### config.mk
export PLATFORM = sky130hd
export DESIGN_NAME = dmem_access_ctrl
export DESIGN_NICKNAME = d
export VERILOG_FILES = /design/src/rtl/dmem_access_ctrl_pkg.sv /design/src/rtl/dmem_access_ctrl_lsu_align.sv /design/src/rtl/dmem_access_ctrl.sv
export SDC_FILE = /design/constraint.sdc
export NUM_CORES = 1
export LEC_CHECK = 0
export CORE_MARGIN = 1
export CORE_UTILIZATION = 35
export DETAILED_ROUTE_END_ITERATION = 10
export HOLD_SLACK_MARGIN = 0.08
export PLACE_DENSITY_LB_ADDON = 0.08
export RECOVER_POWER = 25
export SLEW_MARGIN = 20
export SYNTH_ARGS = -nofsm -noshare
export SYNTH_HDL_FRONTEND = slang
export SYNTH_SLANG_ARGS = --single-unit
### constraint.sdc
create_clock -name clk -period 2 [get_ports clk]
set_input_delay 0.4 -clock clk [delete_from_list [all_inputs] [get_ports clk]]
set_output_delay 0.4 -clock clk [all_outputs]
set_load 0.05 [all_outputs]
### src/rtl/dmem_access_ctrl_pkg.sv
// Shared encodings for the data-memory access controller: funct3 size/sign codes
// and the access sequencer state type.
package dmem_access_ctrl_pkg;

  localparam logic [2:0] F3_LB  = 3'b000;
  localparam logic [2:0] F3_LH  = 3'b001;
  localparam logic [2:0] F3_LW  = 3'b010;
  localparam logic [2:0] F3_LD  = 3'b011;
  localparam logic [2:0] F3_LBU = 3'b100;
  localparam logic [2:0] F3_LHU = 3'b101;
  localparam logic [2:0] F3_LWU = 3'b110;

  localparam logic [2:0] F3_SB  = 3'b000;
  localparam logic [2:0] F3_SH  = 3'b001;
  localparam logic [2:0] F3_SW  = 3'b010;
  localparam logic [2:0] F3_SD  = 3'b011;

  typedef enum logic [1:0] {
    IDLE = 2'd0,
    REQ  = 2'd1,
    RESP = 2'd2,
    DONE = 2'd3
  } dmem_state_t;

endpackage

### src/rtl/dmem_access_ctrl_lsu_align.sv
// Byte-lane steering for the data-memory port: store strobes/data placement,
// misalignment detection, and load lane extraction with sign/zero extension.
module dmem_access_ctrl_lsu_align
  import dmem_access_ctrl_pkg::*;
(
  input  logic [1:0]  st_size_i,
  input  logic [2:0]  st_off_i,
  input  logic [63:0] st_data_i,
  output logic [7:0]  st_wstrb_o,
  output logic [63:0] st_wdata_o,
  output logic        misalign_o,
  input  logic [2:0]  ld_funct3_i,
  input  logic [2:0]  ld_off_i,
  input  logic [63:0] ld_rdata_i,
  output logic [63:0] ld_data_o
);

  logic [63:0] ld_shift;

  // Loads and stores share the size encoding in funct3[1:0], so one decode serves both.
  always_comb begin
    st_wdata_o = st_data_i << {st_off_i, 3'b000};
    case ({1'b0, st_size_i})
      F3_SB: begin
        st_wstrb_o = 8'h01 << st_off_i;
        misalign_o = 1'b0;
      end
      F3_SH: begin
        st_wstrb_o = 8'h03 << st_off_i;
        misalign_o = st_off_i[0];
      end
      F3_SW: begin
        st_wstrb_o = 8'h0F << st_off_i;
        misalign_o = |st_off_i[1:0];
      end
      default: begin
        st_wstrb_o = 8'hFF;
        misalign_o = |st_off_i;
      end
    endcase
  end

  always_comb begin
    ld_shift = ld_rdata_i >> {ld_off_i, 3'b000};
    case (ld_funct3_i)
      F3_LB:   ld_data_o = {{56{ld_shift[7]}},  ld_shift[7:0]};
      F3_LH:   ld_data_o = {{48{ld_shift[15]}}, ld_shift[15:0]};
      F3_LW:   ld_data_o = {{32{ld_shift[31]}}, ld_shift[31:0]};
      F3_LD:   ld_data_o = ld_shift;
      F3_LBU:  ld_data_o = {56'd0, ld_shift[7:0]};
      F3_LHU:  ld_data_o = {48'd0, ld_shift[15:0]};
      F3_LWU:  ld_data_o = {32'd0, ld_shift[31:0]};
      default: ld_data_o = ld_shift;
    endcase
  end

endmodule

### src/rtl/dmem_access_ctrl.sv
// MEM-stage data-memory access sequencer: one outstanding valid/ready access,
// pipeline stall generation, bus timeout and load/store lane alignment.
module dmem_access_ctrl
  import dmem_access_ctrl_pkg::*;
#(
  parameter int TIMEOUT_CYCLES = 255
) (
  input  logic        clk,
  input  logic        rst_n,
  input  logic        MemReadM,
  input  logic        MemWriteM,
  input  logic [2:0]  Funct3M,
  input  logic [63:0] ALUResultM,
  input  logic [63:0] WriteDataM,
  output logic        StallM,
  output logic [63:0] LoadDataM,
  output logic        LoadValidM,
  output logic        MisalignM,
  output logic        BusErrM,
  output logic        dmem_req_valid,
  input  logic        dmem_req_ready,
  output logic        dmem_req_we,
  output logic [63:0] dmem_req_addr,
  output logic [63:0] dmem_req_wdata,
  output logic [7:0]  dmem_req_wstrb,
  input  logic        dmem_rsp_valid,
  input  logic [63:0] dmem_rsp_rdata
);

  // The count can reach TIMEOUT_CYCLES when the request is accepted on its last allowed cycle.
  localparam int               CNT_W    = $clog2(TIMEOUT_CYCLES + 1);
  localparam logic [CNT_W-1:0] TMO_LAST = CNT_W'(TIMEOUT_CYCLES - 1);

  dmem_state_t      state_q;
  logic [CNT_W-1:0] tmo_q;
  logic             is_load_q;
  logic [2:0]       f3_q;
  logic [2:0]       off_q;
  logic             req_valid_q;
  logic             req_we_q;
  logic [63:0]      req_addr_q;
  logic [63:0]      req_wdata_q;
  logic [7:0]       req_wstrb_q;
  logic [63:0]      ld_data_q;
  logic             ld_valid_q;
  logic             misalign_q;
  logic             bus_err_q;

  logic             access;
  logic             st_misalign;
  logic [7:0]       st_wstrb;
  logic [63:0]      st_wdata;
  logic [63:0]      ld_ext;

  assign access = MemReadM | MemWriteM;

  dmem_access_ctrl_lsu_align u_align (
    .st_size_i   (Funct3M[1:0]),
    .st_off_i    (ALUResultM[2:0]),
    .st_data_i   (WriteDataM),
    .st_wstrb_o  (st_wstrb),
    .st_wdata_o  (st_wdata),
    .misalign_o  (st_misalign),
    .ld_funct3_i (f3_q),
    .ld_off_i    (off_q),
    .ld_rdata_i  (dmem_rsp_rdata),
    .ld_data_o   (ld_ext)
  );

  // Stall asserts in the same cycle a new access appears so the pipeline never advances past it.
  assign StallM = (state_q == REQ) || (state_q == RESP) || ((state_q == IDLE) && access);

  always_ff @(posedge clk) begin
    if (!rst_n) begin
      state_q     <= IDLE;
      tmo_q       <= '0;
      is_load_q   <= 1'b0;
      f3_q        <= 3'b000;
      off_q       <= 3'b000;
      req_valid_q <= 1'b0;
      req_we_q    <= 1'b0;
      req_addr_q  <= 64'd0;
      req_wdata_q <= 64'd0;
      req_wstrb_q <= 8'h00;
      ld_data_q   <= 64'd0;
      ld_valid_q  <= 1'b0;
      misalign_q  <= 1'b0;
      bus_err_q   <= 1'b0;
    end else begin
      ld_valid_q <= 1'b0;
      misalign_q <= 1'b0;
      bus_err_q  <= 1'b0;
      case (state_q)
        IDLE: begin
          tmo_q <= '0;
          if (access) begin
            if (st_misalign) begin
              misalign_q <= 1'b1;
              state_q    <= DONE;
            end else begin
              req_valid_q <= 1'b1;
              req_we_q    <= MemWriteM;
              req_addr_q  <= {ALUResultM[63:3], 3'b000};
              req_wdata_q <= MemWriteM ? st_wdata : 64'd0;
              req_wstrb_q <= MemWriteM ? st_wstrb : 8'h00;
              is_load_q   <= MemReadM;
              f3_q        <= Funct3M;
              off_q       <= ALUResultM[2:0];
              state_q     <= REQ;
            end
          end
        end
        REQ: begin
          if (dmem_req_ready) begin
            req_valid_q <= 1'b0;
            tmo_q       <= tmo_q + CNT_W'(1);
            state_q     <= RESP;
          end else if (tmo_q >= TMO_LAST) begin
            req_valid_q <= 1'b0;
            bus_err_q   <= 1'b1;
            ld_data_q   <= 64'd0;
            state_q     <= DONE;
          end else begin
            tmo_q <= tmo_q + CNT_W'(1);
          end
        end
        RESP: begin
          if (dmem_rsp_valid) begin
            if (is_load_q) begin
              ld_data_q  <= ld_ext;
              ld_valid_q <= 1'b1;
            end
            state_q <= DONE;
          end else if (tmo_q >= TMO_LAST) begin
            bus_err_q <= 1'b1;
            ld_data_q <= 64'd0;
            state_q   <= DONE;
          end else begin
            tmo_q <= tmo_q + CNT_W'(1);
          end
        end
        default: begin
          tmo_q   <= '0;
          state_q <= IDLE;
        end
      endcase
    end
  end

  assign LoadDataM      = ld_data_q;
  assign LoadValidM     = ld_valid_q;
  assign MisalignM      = misalign_q;
  assign BusErrM        = bus_err_q;
  assign dmem_req_valid = req_valid_q;
  assign dmem_req_we    = req_we_q;
  assign dmem_req_addr  = req_addr_q;
  assign dmem_req_wdata = req_wdata_q;
  assign dmem_req_wstrb = req_wstrb_q;

endmodule
# Word-level counts from Yosys, hierarchy flattened
# Cells that the tools add are included.
[word_totals] regBits=219 inputBits=201 output_inout_bits=206 wordCells=84
[op_classes] n_addsub=1 order_cmp=1 eq_ne=15 n_shift=5 muxes=31 n_bitwise=2 reduce_logical=15
[op_table] operator="64-bit case mux with 6 select lines" count=1
[op_table] operator="64-bit 2-to-1 mux" count=5
[op_table] operator="64-bit case mux with 2 select lines" count=1
[op_table] operator="64-bit by 6-bit << shifter with 64-bit output" count=1
[op_table] operator="64-bit by 6-bit >> shifter with 64-bit output" count=1
[op_table] operator="8-bit 2-to-1 mux" count=4
[op_table] operator="8-bit case mux with 3 select lines" count=1
[op_table] operator="8-bit case mux with 2 select lines" count=1
[op_table] operator="3-bit AND reduction" count=4
[op_table] operator="2-bit 2-to-1 mux" count=5
[op_table] operator="3-bit equality test, second input constant" count=3
[op_table] operator="1-bit 2-to-1 mux" count=9
[op_table] operator="8-bit by 1-bit adder with 8-bit output, second input constant" count=1
[op_table] operator="8-bit greater-or-equal comparator, second input constant" count=1
[op_table] operator="2-bit inequality test, second input constant" count=4
[op_table] operator="1-bit by 3-bit << shifter with 8-bit output, first input constant" count=1
[op_table] operator="2-bit by 3-bit << shifter with 8-bit output, first input constant" count=1
[op_table] operator="4-bit by 3-bit << shifter with 8-bit output, first input constant" count=1
[op_table] operator="2-bit case mux with 3 select lines" count=1
[op_table] operator="2-bit by 1-bit equality test with 1-bit output, second input constant" count=2
[op_table] operator="2-bit equality test, second input constant" count=2
[op_table] operator="2-bit zero test" count=2
[op_table] operator="1-bit case mux with 2 select lines" count=2
[op_table] operator="4-bit AND reduction" count=1
[op_table] operator="13 further kinds" count=15

# Longest topological paths before layout
# Gate-level depths: netlist (run 1).
[logic_depth] word_depth=5 depth_mapped=11 mapped_depth_nobuf=7

# Hierarchy
# A second synthesis (run 1) with hierarchy kept.
[hier_totals] cells_unflattened=1362 area_unflattened_um2=11888.9
[modules_own_cells] mod="dmem_access_ctrl" n_inst=1 cells_per_inst=800 area_per_inst_um2=7582.3 seq_area_each_um2=4384.2
[modules_own_cells] mod="dmem_access_ctrl_lsu_align" n_inst=1 cells_per_inst=562 area_per_inst_um2=4306.6 seq_area_each_um2=0.0

# Worst setup path before layout (run 1)
# No wires, ideal clock.
[synth_timing] path_kind="reg2reg" from="register state_q[0]" to="register ld_data_q[31] (netlist: LoadDataM[31])" setup_ps=122 arrival_time_ps=1989 required_time_ps=1878 setup_slack_ps=-111 stages_incl_launch_ff=12 path_buffers=4 period_less_slack_ps=2111 cell_sequence="dfxtp_1 > inv_1 > ha_1 > and2_1 > buf_4 > and3_1 > buf_4 > a41oi_2 > and2_1 > buf_6 > buf_6 > a221o_1"
[synth_via] elab_chain_cells=3 word_cells_on_any_way=7 classes_between="4 x eq/ne; 1 x mux; 2 x reduce/logical"
[synth_rtl] item="start, declared" line="dmem_access_ctrl.sv:34" rtl="dmem_state_t state_q;"
[synth_rtl] item="start signal, assigned" line="dmem_access_ctrl.sv:75" rtl="state_q <= IDLE;"
[synth_rtl] item="start signal, assigned" line="dmem_access_ctrl.sv:99" rtl="state_q <= DONE;"
[synth_rtl] item="start signal, assigned" line="dmem_access_ctrl.sv:109" rtl="state_q <= REQ;"
[synth_rtl] item="2-bit equality test or 2-bit by 1-bit equality test with 1-bit output (tied branches)" line="dmem_access_ctrl.sv:93" rtl="case (state_q)"
[synth_rtl] item="3-bit inequality test (no source line), or another cell as far along"
[synth_rtl] item="3-bit AND reduction (no source line)"
[synth_rtl] item="end signal, assigned" line="dmem_access_ctrl.sv:130" rtl="ld_data_q <= ld_ext;"
[synth_rtl] item="end, declared" line="dmem_access_ctrl.sv:44" rtl="logic [63:0] ld_data_q;"
# Several ways; a longest one is shown, not always the timed one.
# A chain may end at the register's enable or synchronous reset.

# Final worst setup path (run 1)
[layout_timing] from="register off_q[0]" to="register ld_data_q[11] (netlist: LoadDataM[11])"
[layout_via] elab_chain_cells=5
[layout_rtl] item="start, declared" line="dmem_access_ctrl.sv:38" rtl="logic [2:0] off_q;"
[layout_rtl] item="start signal, assigned" line="dmem_access_ctrl.sv:108" rtl="off_q <= ALUResultM[2:0];"
[layout_rtl] item="64-bit by 6-bit >> shifter with 64-bit output" line="dmem_access_ctrl_lsu_align.sv:44" rtl="ld_shift = ld_rdata_i >> {ld_off_i, 3'b000};"
[layout_rtl] item="64-bit case mux with 6 select lines" line="dmem_access_ctrl_lsu_align.sv:45" rtl="case (ld_funct3_i)"
[layout_rtl] item="64-bit 2-to-1 mux" line="dmem_access_ctrl.sv:129" rtl="if (is_load_q) begin"
[layout_rtl] item="64-bit 2-to-1 mux" line="dmem_access_ctrl.sv:128" rtl="if (dmem_rsp_valid) begin"
[layout_rtl] item="64-bit case mux with 2 select lines" line="dmem_access_ctrl.sv:93"
# No other way between the ends. The select of a mux whose other input is x is not followed.

==> impl_metrics.tcl, run 1 <==
set metrics [dict create \
    final_nets 1994 \
    clk_pin_slew_ns 0.07 \
    relSlewSlack 0.463 \
    synthArstFlopShare 0 \
    cts.sinks 219 \
    dpl.hpwl_mm 33.6 \
    crit_arrival_ns 2.40 \
    synth_common_cells "dfxtp_1 (219), nand2_1 (191), a21oi_1 (90)" \
    die_area_mm2 0.0341 \
    grt_pass1_wl_mm 66.9 \
    drive_above_1_share 0.196 \
    antenna_left 0 \
    final_area_mm2 0.0179 \
    clk_latency_ns 0.54 \
    ir_drop_uv 784 \
    yosysSeqAreaShare 0.376 \
    syn_inst 1292 \
    cts_tree "built" \
    initial_core_util 0.357 \
    grt.overflow.total 0 \
    setup_viol 0 \
    ys_ff_latch 219 \
    clock_path_buffers 3 \
    dr.pass1.iters 5 \
    first_global_vias 11400 \
    status "finished clean" \
    drc_errors 0 \
    critPathRequiredTime_ns 2.43 \
    synthesis.area_mm2 0.0117 \
    yosys.area.top_type "dfxtp_1" \
    place_area_mm2 0.0170 \
    synthFlopType "dfxtp_1" \
    maxCapViolations 0 \
    power_density_mw_per_mm2 829 \
    fill_cells 3021 \
    drt_iter0_drc 883 \
    fin_ws_ns 0.0342 \
    routed_wl_mm 46.4 \
    total_power_mw 14.8 \
    cp_max_fo 18 \
    io_pins 407 \
    num_rows 66 \
    synth-edff-count 0 \
    wl_per_cell_um 20.7 \
    port_buffers 403 \
    drv_slew 0 \
    synth_top_area_share 0.376 \
    gp_congestion 0.907 \
    period_share 0.983 \
    grt.total_usage 0.254 \
    yosysWarnings 0 \
    ys_types 57 \
    n_antenna_cell 0 \
    synthTopCellsByArea "dfxtp_1 (38%), mux2i_1 (7.2%), nand2_1 (6.1%)" \
    period_needed_ns 1.97 \
    die_w_um 185 \
    end_kind "flip-flop" \
    leakagePower_nw 8.11 \
    max_slew.worst_pin.slew_ns 0.806 \
    finalHoldViolations 0 \
    path_class "reg2reg" \
    via_per_inst 5.36 \
    synth.most_common_cell "dfxtp_1" \
    coreArea_mm2 0.0326 \
    antenna_found_initial 0 \
    hold_path_class "in2reg" \
    crit_path_start_kind "flip-flop" \
    numCtsBuffers 27 \
    area_growth_pct 53.5 \
    root_buffer "clkbuf_16" \
    cts_max_level 1 \
    synth_area_per_cell_um2 9.03 \
    setup_tns_ns 0 \
    clock_skew_ns 0.00899 \
    dpl_worst_slack_ns -0.619 \
    vias 12000 \
    die_h_um 185 \
    fmax_mhz 509 \
    grt_max_degree 85 \
]
[cell type report]
cell class                      count  area, um^2  share of cell area
Inverter                           13        58.8             0.00329
Clock buffer                       36         759              0.0424
Sequential cell                   219        4400               0.246
Multi-Input combinational cell    938        6820               0.381
Timing Repair Buffer              583        5130               0.287
Clock inverter                     14         178             0.00993
Tap cell                          442         553              0.0309
[cell usage in the layout, fill, tap and decap left out, drive strengths merged, types with 4 or more instances in the layout]
| cell | n |
|---|---|
| a211oi | 17 |
| a21o | 34 |
| o2bb2ai | 21 |
| clkinv | 7 |
| a22oi | 44 |
| dlygate4sd2 | 127 |
| o32ai | 9 |
| clkdlybuf4s50 | 194 |
| nand4 | 7 |
| nand3 | 20 |
| clkbuf | 123 |
| mux2i | 84 |
| nand2b | 15 |
| ha | 11 |
| a22o | 31 |
| nor2b | 28 |
| a221o | 24 |
| nor3 | 6 |
| nand2 | 191 |
| and2 | 13 |
| or2 | 4 |
| a211o | 8 |
| a2bb2oi | 8 |
| o211a | 34 |
| nor2 | 74 |
| inv | 16 |
| o22ai | 10 |
| a32o | 9 |
| mux4 | 29 |
| mux2 | 31 |
| dfxtp | 219 |
| a31oi | 7 |
| o211ai | 5 |
| o21ai | 36 |
| a21oi | 90 |
| buf | 174 |
| o31ai | 9 |
| and3 | 9 |
[worst paths after layout]
kind / from / end / slack, ns / depth (start not counted)
max: off_q[0] / LoadDataM[11] / 0.03 / 6
min: Funct3M[0] / f3_q[0] / 0.17 / 3
max reg2reg: off_q[0] / LoadDataM[11] / 0.03 / 6
min reg2reg: dmem_req_addr[55] / dmem_req_addr[55] / 0.45 / 2
[routing by layer]
metal  track usage  part of all wire  routed length (um)
met2         0.435              0.49               22700
met5             0                 0                   0
met1         0.324              0.41               19100
met3        0.0484             0.077                3560
met4        0.0670             0.023                1060
[flip-flops by register name (all words and copies together), names as in the netlist]
signal,cells
dmem_req_addr,61
dmem_req_wdata,64
MisalignM,1
f3_q,3
LoadDataM,64
dmem_req_wstrb,8
dmem_req_valid,1
LoadValidM,1
dmem_req_we,1
state_q,2
BusErrM,1
off_q,3
tmo_q,8
is_load_q,1
[cell families after synthesis]
kind of cell | share of synthesized area
adder cells (fa/ha/maj) | 0.0118
flip-flops | 0.376
AND/OR/NAND/NOR | 0.142
XOR/XNOR | 0.00150
multiplexers | 0.158
other | 0.000322
AO/OA/AOI/OAI | 0.255
buffers and inverters | 0.0553
[power breakdown]
part | switching (mW) | total (mW) | internal [mW] | leakage (nW)
Sequential | 0.175 | 4.81 | 4.64 | 1.78
Clock | 2.02 | 5.10 | 3.08 | 0.463
Combinational | 2.89 | 4.92 | 2.03 | 5.87
Total | 5.09 | 14.8 | 9.75 | 8.11
[worst max-delay path, stage by stage, from the launching register on]
cell	delay (ns)
dfxtp_4	0.43
buf_12	0.19
buf_4	0.17
mux2i_2	0.26
o21ai_0	0.15
mux2_2	0.32
a221o_1	0.33
[timing repair]
action,4_1_cts,5_1_grt
setup buffers,0,9
pin swaps,0,7
resized for setup,141,35
endpoints found under the setup margin,178,199
gates cloned,0,6
hold buffers,0,0
[stage by stage]
| step | hold WS, ns | utilization | std cells |
|---|---|---|---|
| finish | 0.169 | 0.549 | 2245 |
| global route | 0.177 | 0.549 | 2245 |
| CTS | 0.163 | 0.547 | 2230 |
| detailed placement | 0.446 | 0.522 | 2180 |
| global placement | 0.441 | 0.522 | 2180 |
| floorplan | 0.442 | - | 1294 |
Note: power is estimated with default switching activity, not from simulation.
==> run 2, diff against run 1 <==
DONT_BUFFER_PORTS = 1   (was default)
==> run 2 against run 1 <==
  * Die area unchanged
  * Combinational power decreased by 39%
  * Global-route usage decreased by 1.6 points
  * Non-clock buffer count decreased by 408
  * Maximum frequency increased by 0.85%
  * Clock power increased by 2%
  * Sequential power increased by 19%
  * Flip-flop and latch count unchanged
  * Design area decreased by 20%
==> impl_metrics.tcl, run 2 (same netlist as run 1, synthesis figures left out) <==
set metrics [dict create \
    drc_errors 0 \
    layout_commonest_cell "dfxtp_1" \
    io_pins 407 \
    die_area_mm2 0.0341 \
    postLayoutCoreUtil 0.441 \
    dr.pass1.iters 5 \
    leakagePower_nw 5.98 \
    setup_viol 0 \
    clock_skew_ns 0.0155 \
    routed_wl_mm 42.8 \
    period_needed_ns 1.95 \
    gp_congestion 0.837 \
    relSlewSlack 0.526 \
    end_kind "flip-flop" \
    hold_ws_ns 0.0994 \
    cp_max_fo 16 \
    status "finished clean" \
    clk_pin_slew_ns 0.06 \
    vias 10300 \
    grt.overflow.total 0 \
    max_slew.worst_pin.slew_ns 0.712 \
    final_cell_mix "dfxtp_1 (215), nand2_1 (190), a21oi_1 (90), mux2i_1 (83), dlygate4sd3_1 (78)" \
    root_buffer "clkbuf_16" \
    final_nets 1586 \
    stdcell_count 1837 \
    die_w_um 185 \
    antenna_found_initial 0 \
    hold_path_class "in2reg" \
    grt_pass1_wl_mm 62.1 \
    initial_core_util 0.357 \
    setup_tns_ns 0 \
    drv_slew 0 \
    drive_above_1_share 0.163 \
    area_growth_pct 23.5 \
    grt_max_degree 87 \
    coreArea_mm2 0.0326 \
    clk_latency_ns 0.55 \
    grt.total_usage 0.238 \
    die_h_um 185 \
    crit_path_start_kind "flip-flop" \
    num_rows 66 \
    wl_per_cell_um 23.3 \
    dpl.hpwl_mm 30.0 \
    maxCapViolations 0 \
    finalHoldViolations 0 \
    fill_cells 3238 \
    first_global_vias 9941 \
    cts_max_level 1 \
    ir_drop_uv 693 \
    n_antenna_cell 0 \
    antenna_left 0 \
    period_share 0.975 \
    crit_arrival_ns 2.43 \
    port_buffers 0 \
    critPathRequiredTime_ns 2.48 \
    numCtsBuffers 27 \
    drt_iter0_drc 658 \
    via_per_inst 5.61 \
    cts_tree "built" \
    path_class "reg2reg" \
    power_density_mw_per_mm2 964 \
    total_power_mw 13.9 \
    fmax_mhz 513 \
    place_inst 1700 \
    clock_path_buffers 3 \
    cts.sinks 219 \
]
run 2: cell types whose count changed in the layout (fill, tap and decap cells not counted), sizes merged:
cell,previous run,this run
clkdlybuf4s50,194,0
inv,16,17
dlygate4sd3,0,78
clkinv,7,5
dlygate4sd2,127,0
buf,174,89
dlymetal6s2s,1,0
clkbuf,123,45
run 2: layer usage:
layer / wire length (um) / GRT usage
met1: 17000 / 0.279
met2: 20800 / 0.407
met3: 3970 / 0.0794
met4: 1110 / 0.0717
met5: 0 / 0
run 2: metrics by stage:
stage / setup WS (ns) / area [um^2]
after floorplan: 0.00301 / 11700
final: 0.0507 / 14400
after detailed placement: -0.0436 / 12600
after global routing: -0.000695 / 14400
after CTS: -0.00827 / 14400
after global placement: 0.0109 / 12600
run 2: area by class of cell:
class / instances / area (um^2) / area share
sequential: 219 / 4400 / 0.305
tap: 442 / 553 / 0.0384
timing repair buffer: 175 / 1720 / 0.119
clock buffer: 37 / 773 / 0.0537
multi-input combinational: 938 / 6720 / 0.467
clock inverter: 13 / 173 / 0.0120
inverter: 13 / 58.8 / 0.00408
run 2: report_power, final:
| part | total [mW] | switching [mW] | internal, mW |
|---|---|---|---|
| clock | 5.19 | 2.06 | 3.12 |
| combinational | 3.00 | 1.65 | 1.35 |
| sequential | 5.70 | 1.07 | 4.64 |
| total | 13.9 | 4.78 | 9.11 |
run 2: final timing paths:
kind	from	end	slack (ns)	depth (start not counted)
hold / removal	WriteDataM[11]	dmem_req_wdata[11]	0.1	2
hold reg to reg	f3_q[2]	f3_q[2]	0.48	2
setup reg to reg	state_q[0]	LoadDataM[54]	0.05	9
setup / recovery	state_q[0]	LoadDataM[54]	0.05	9
run 2: worst max-delay path, cell delays in order, from the launching register on:
cell       delay, ns
dfxtp_4         0.36
buf_4           0.14
ha_2            0.21
or2_2           0.32
buf_4           0.17
nand4_1         0.07
buf_4           0.17
clkbuf_16       0.19
a21o_1          0.12
o211a_1         0.13
run 2: timing repair:
| item | in CTS | in global routing |
|---|---|---|
| endpoints found under the setup margin | 17 | 64 |
| gates cloned | 0 | 1 |
| pin swaps | 1 | 2 |
| gates resized for setup | 10 | 13 |
| hold buffers | 79 | 0 |
| buffers inserted | 2 | 5 |
| hold endpoints to repair | 124 | 0 |
==> RTL change (settings of run 2) <==
Change the parameter `TIMEOUT_CYCLES` from 255 to 510.
--- a/src/rtl/dmem_access_ctrl.sv
+++ b/src/rtl/dmem_access_ctrl.sv
@@ -4,5 +4,5 @@
   import dmem_access_ctrl_pkg::*;
 #(
-  parameter int TIMEOUT_CYCLES = 255
+  parameter int TIMEOUT_CYCLES = 510
 ) (
   input  logic        clk,
Function: no difference found for any inputs over 4 cycles, from zero or initial values and one cycle with rst_n low; that may be too few to reach the edited logic, so the function may still have changed.
==> RTL change against run 2 <==
The run now ends with negative setup slack left; sequential cell count up 1; worst setup slack worse by 0.12 ns; highest routed layer is now met5; critical path depth is the same; routed wire length is 1.3% higher; count of clock-buffer cells in the layout shrank 1; cell area rose by 6.1%; clock power up 1%; total power is 24% higher; synthesized area up 0.34%.
==> RTL change: results (changes against run 2) <==
final_nets: 1706  # +7.6%
yosysSeqAreaShare_pct: 37.6  # +0.042 points
cts_inserted_buffers: 27  # unchanged
cts_buffer_depth: 3  # unchanged
cp_max_fo: 8  # -8
ys_top_cells_by_count: "nand2_1 (226), dfxtp_1 (220), mux2i_1 (115)"
dr.pass1.iters: 5  # unchanged
grt_pass1_vias: 10400  # +5.1%
grt_max_degree: 139  # +60%
place_inst: 1801  # +5.9%
slowest_stage: "dfxtp_4"
routedWlPerCell_um: 22.2  # -4.7%
synthXorXnorAreaFrac_pct: 0.0749  # -0.075 points
synth_compound_area_share_pct: 24.7  # -0.80 points
ys_types: 59  # +3.5%
outcome: "finished, violations left"
max-vdd-ir-drop_v: 0.000653  # -5.8%
violations: "negative setup slack"
fillers: 3200  # -1.2%
synthAdderAreaFrac_pct: 1.18  # -0.0040 points
async_flop_share_pct: 0  # unchanged
stdcell_count: 1953  # +6.3%
worst_slew_pin_slew_ns: 0.620  # -0.0911 ns
timing.final.ws_setup_ns: -0.0718  # -0.123 ns
layout-drive-gt1-share_pct: 19.2  # +2.8 points
sw_frac_of_total_pct: 37.8  # +3.4 points
drt_iter0_markers: 561  # -15%
yosys-mux-area-fraction_pct: 14.8  # -0.96 points
final-setup-viol-count: 48  # +48
grt_first_pass_wirelength_mm: 62.3  # +0.33%
gr-usage-all-layers_pct: 23.6  # -0.22 points
antennaDiodeCount: 0  # unchanged
clk_latency_ns: 0.53  # -0.02 ns
routed-via-count: 10600  # +2.7%
skew_ns: 0.0197  # +0.00419 ns
synthTopCellsByArea: "dfxtp_1 (38%), mux2i_1 (9.8%), nand2_1 (7.2%)"
root_buffer: "clkbuf_16"
synth_flop_cell: "dfxtp_1"
cts_max_level: 1  # unchanged
yosysWarningCount: 0  # unchanged
clkTransAtPathRegs_ns: 0.06  # about the same
syn_area_per_cell_sq_um: 8.57  # -5.0%
hold_class: "primary input to flop"
port_buffers: 0  # unchanged
crit_family: "compound AO/OA/AOI/OAI gates"
power.leakage_nw: 6.01  # +0.39%
dp_hpwl_mm: 30.5  # +1.8%
place_worst_setup_slack_ns: -0.187  # -0.143 ns
slowest_delay_ns: 0.39  # +0.03 ns
gp_congestion: 0.934  # +12%
antenna_found_initial: 2  # +2
[RTL change: cell count changes in the layout (fill, tap and decap cells not counted), moves of 23 or more]
| cell | run 2 | this run |
|---|---|---|
| a21o_1 | 34 | 5 |
| buf_4 | 69 | 105 |
| o211a_1 | 34 | 1 |
| a21oi_1 | 90 | 58 |
| a21boi_1 | 0 | 103 |
| o2bb2ai_1 | 21 | 44 |
| mux2i_1 | 83 | 114 |
| nand2_1 | 190 | 223 |
| a22oi_1 | 44 | 9 |
[RTL change: logic make-up after synthesis]
kind of cell,Yosys count
simple gates,433
other cells,1
xor+xnor,1
compound gates,408
fa+ha+maj,11
flops,220
buf+inv,141
mux,150
[RTL change: power by group through the flow]
stage | logic [mW] | registers (mW) | clock network (mW)
floorplan | 3.11 | 6.37 | 0
CTS | 4.95 | 6.45 | 5.37
detailed placement | 4.59 | 6.54 | 0
global route | 6.04 | 6.50 | 5.53
finish | 5.57 | 6.45 | 5.24
global placement | 4.59 | 6.54 | 0
[RTL change: layout make-up]
| class | instances | area (sq um) | area share [%] |
|---|---|---|---|
| clock buffer | 36 | 769 | 5.04 |
| clock inverter | 10 | 183 | 1.20 |
| tap | 442 | 553 | 3.62 |
| timing repair buffer | 218 | 2160 | 14.2 |
| sequential | 220 | 4430 | 29.0 |
| inverter | 18 | 67.6 | 0.442 |
| multi-input combinational | 1009 | 7100 | 46.5 |
[RTL change: final timing paths]
check | to | slack (ns) | start | depth (start not counted)
worst min register to register | is_load_q$_SDFFE_PN0P_ | 0.51 | is_load_q$_SDFFE_PN0P_ | 2
worst min-delay path | f3_q[0]$_SDFFE_PN0P_ | 0.12 | Funct3M[0] | 2
worst max register to register | LoadDataM[47]$_SDFFE_PN0P_ | -0.07 | off_q[0]$_SDFFE_PN0P_ | 9
worst max-delay path | LoadDataM[47]$_SDFFE_PN0P_ | -0.07 | off_q[0]$_SDFFE_PN0P_ | 9
[RTL change: routing by layer]
layer  part of all wire [%]  GRT usage [%]
met5                  0.025              0
met4                    2.9           6.98
met3                    9.9           8.04
met2                     47           40.5
met1                     40           27.5
[RTL change: per-stage QoR]
step / TNS [ns] / total power [mW] / instance area [sq um] / hold slack [ns]
2_1_floorplan: -3.99 / 9.48 / 11900 / 0.465
3_3_place_gp: -13.02 / 11.1 / 12900 / 0.492
3_5_place_dp: -18.45 / 11.1 / 12900 / 0.507
4_1_cts: -0.0715 / 16.8 / 14800 / -0.0235
5_1_grt: -3.68 / 18.1 / 15300 / 0.0981
6_report: -1.47 / 17.3 / 15300 / 0.120
[RTL change: repair_timing]
item	in CTS	in global routing
pin swaps	17	34
setup buffers	6	7
endpoints found under the setup margin	86	124
hold buffers	84	6
cloned	1	5
gates resized for setup	13	70
endpoints found under the hold margin	149	97
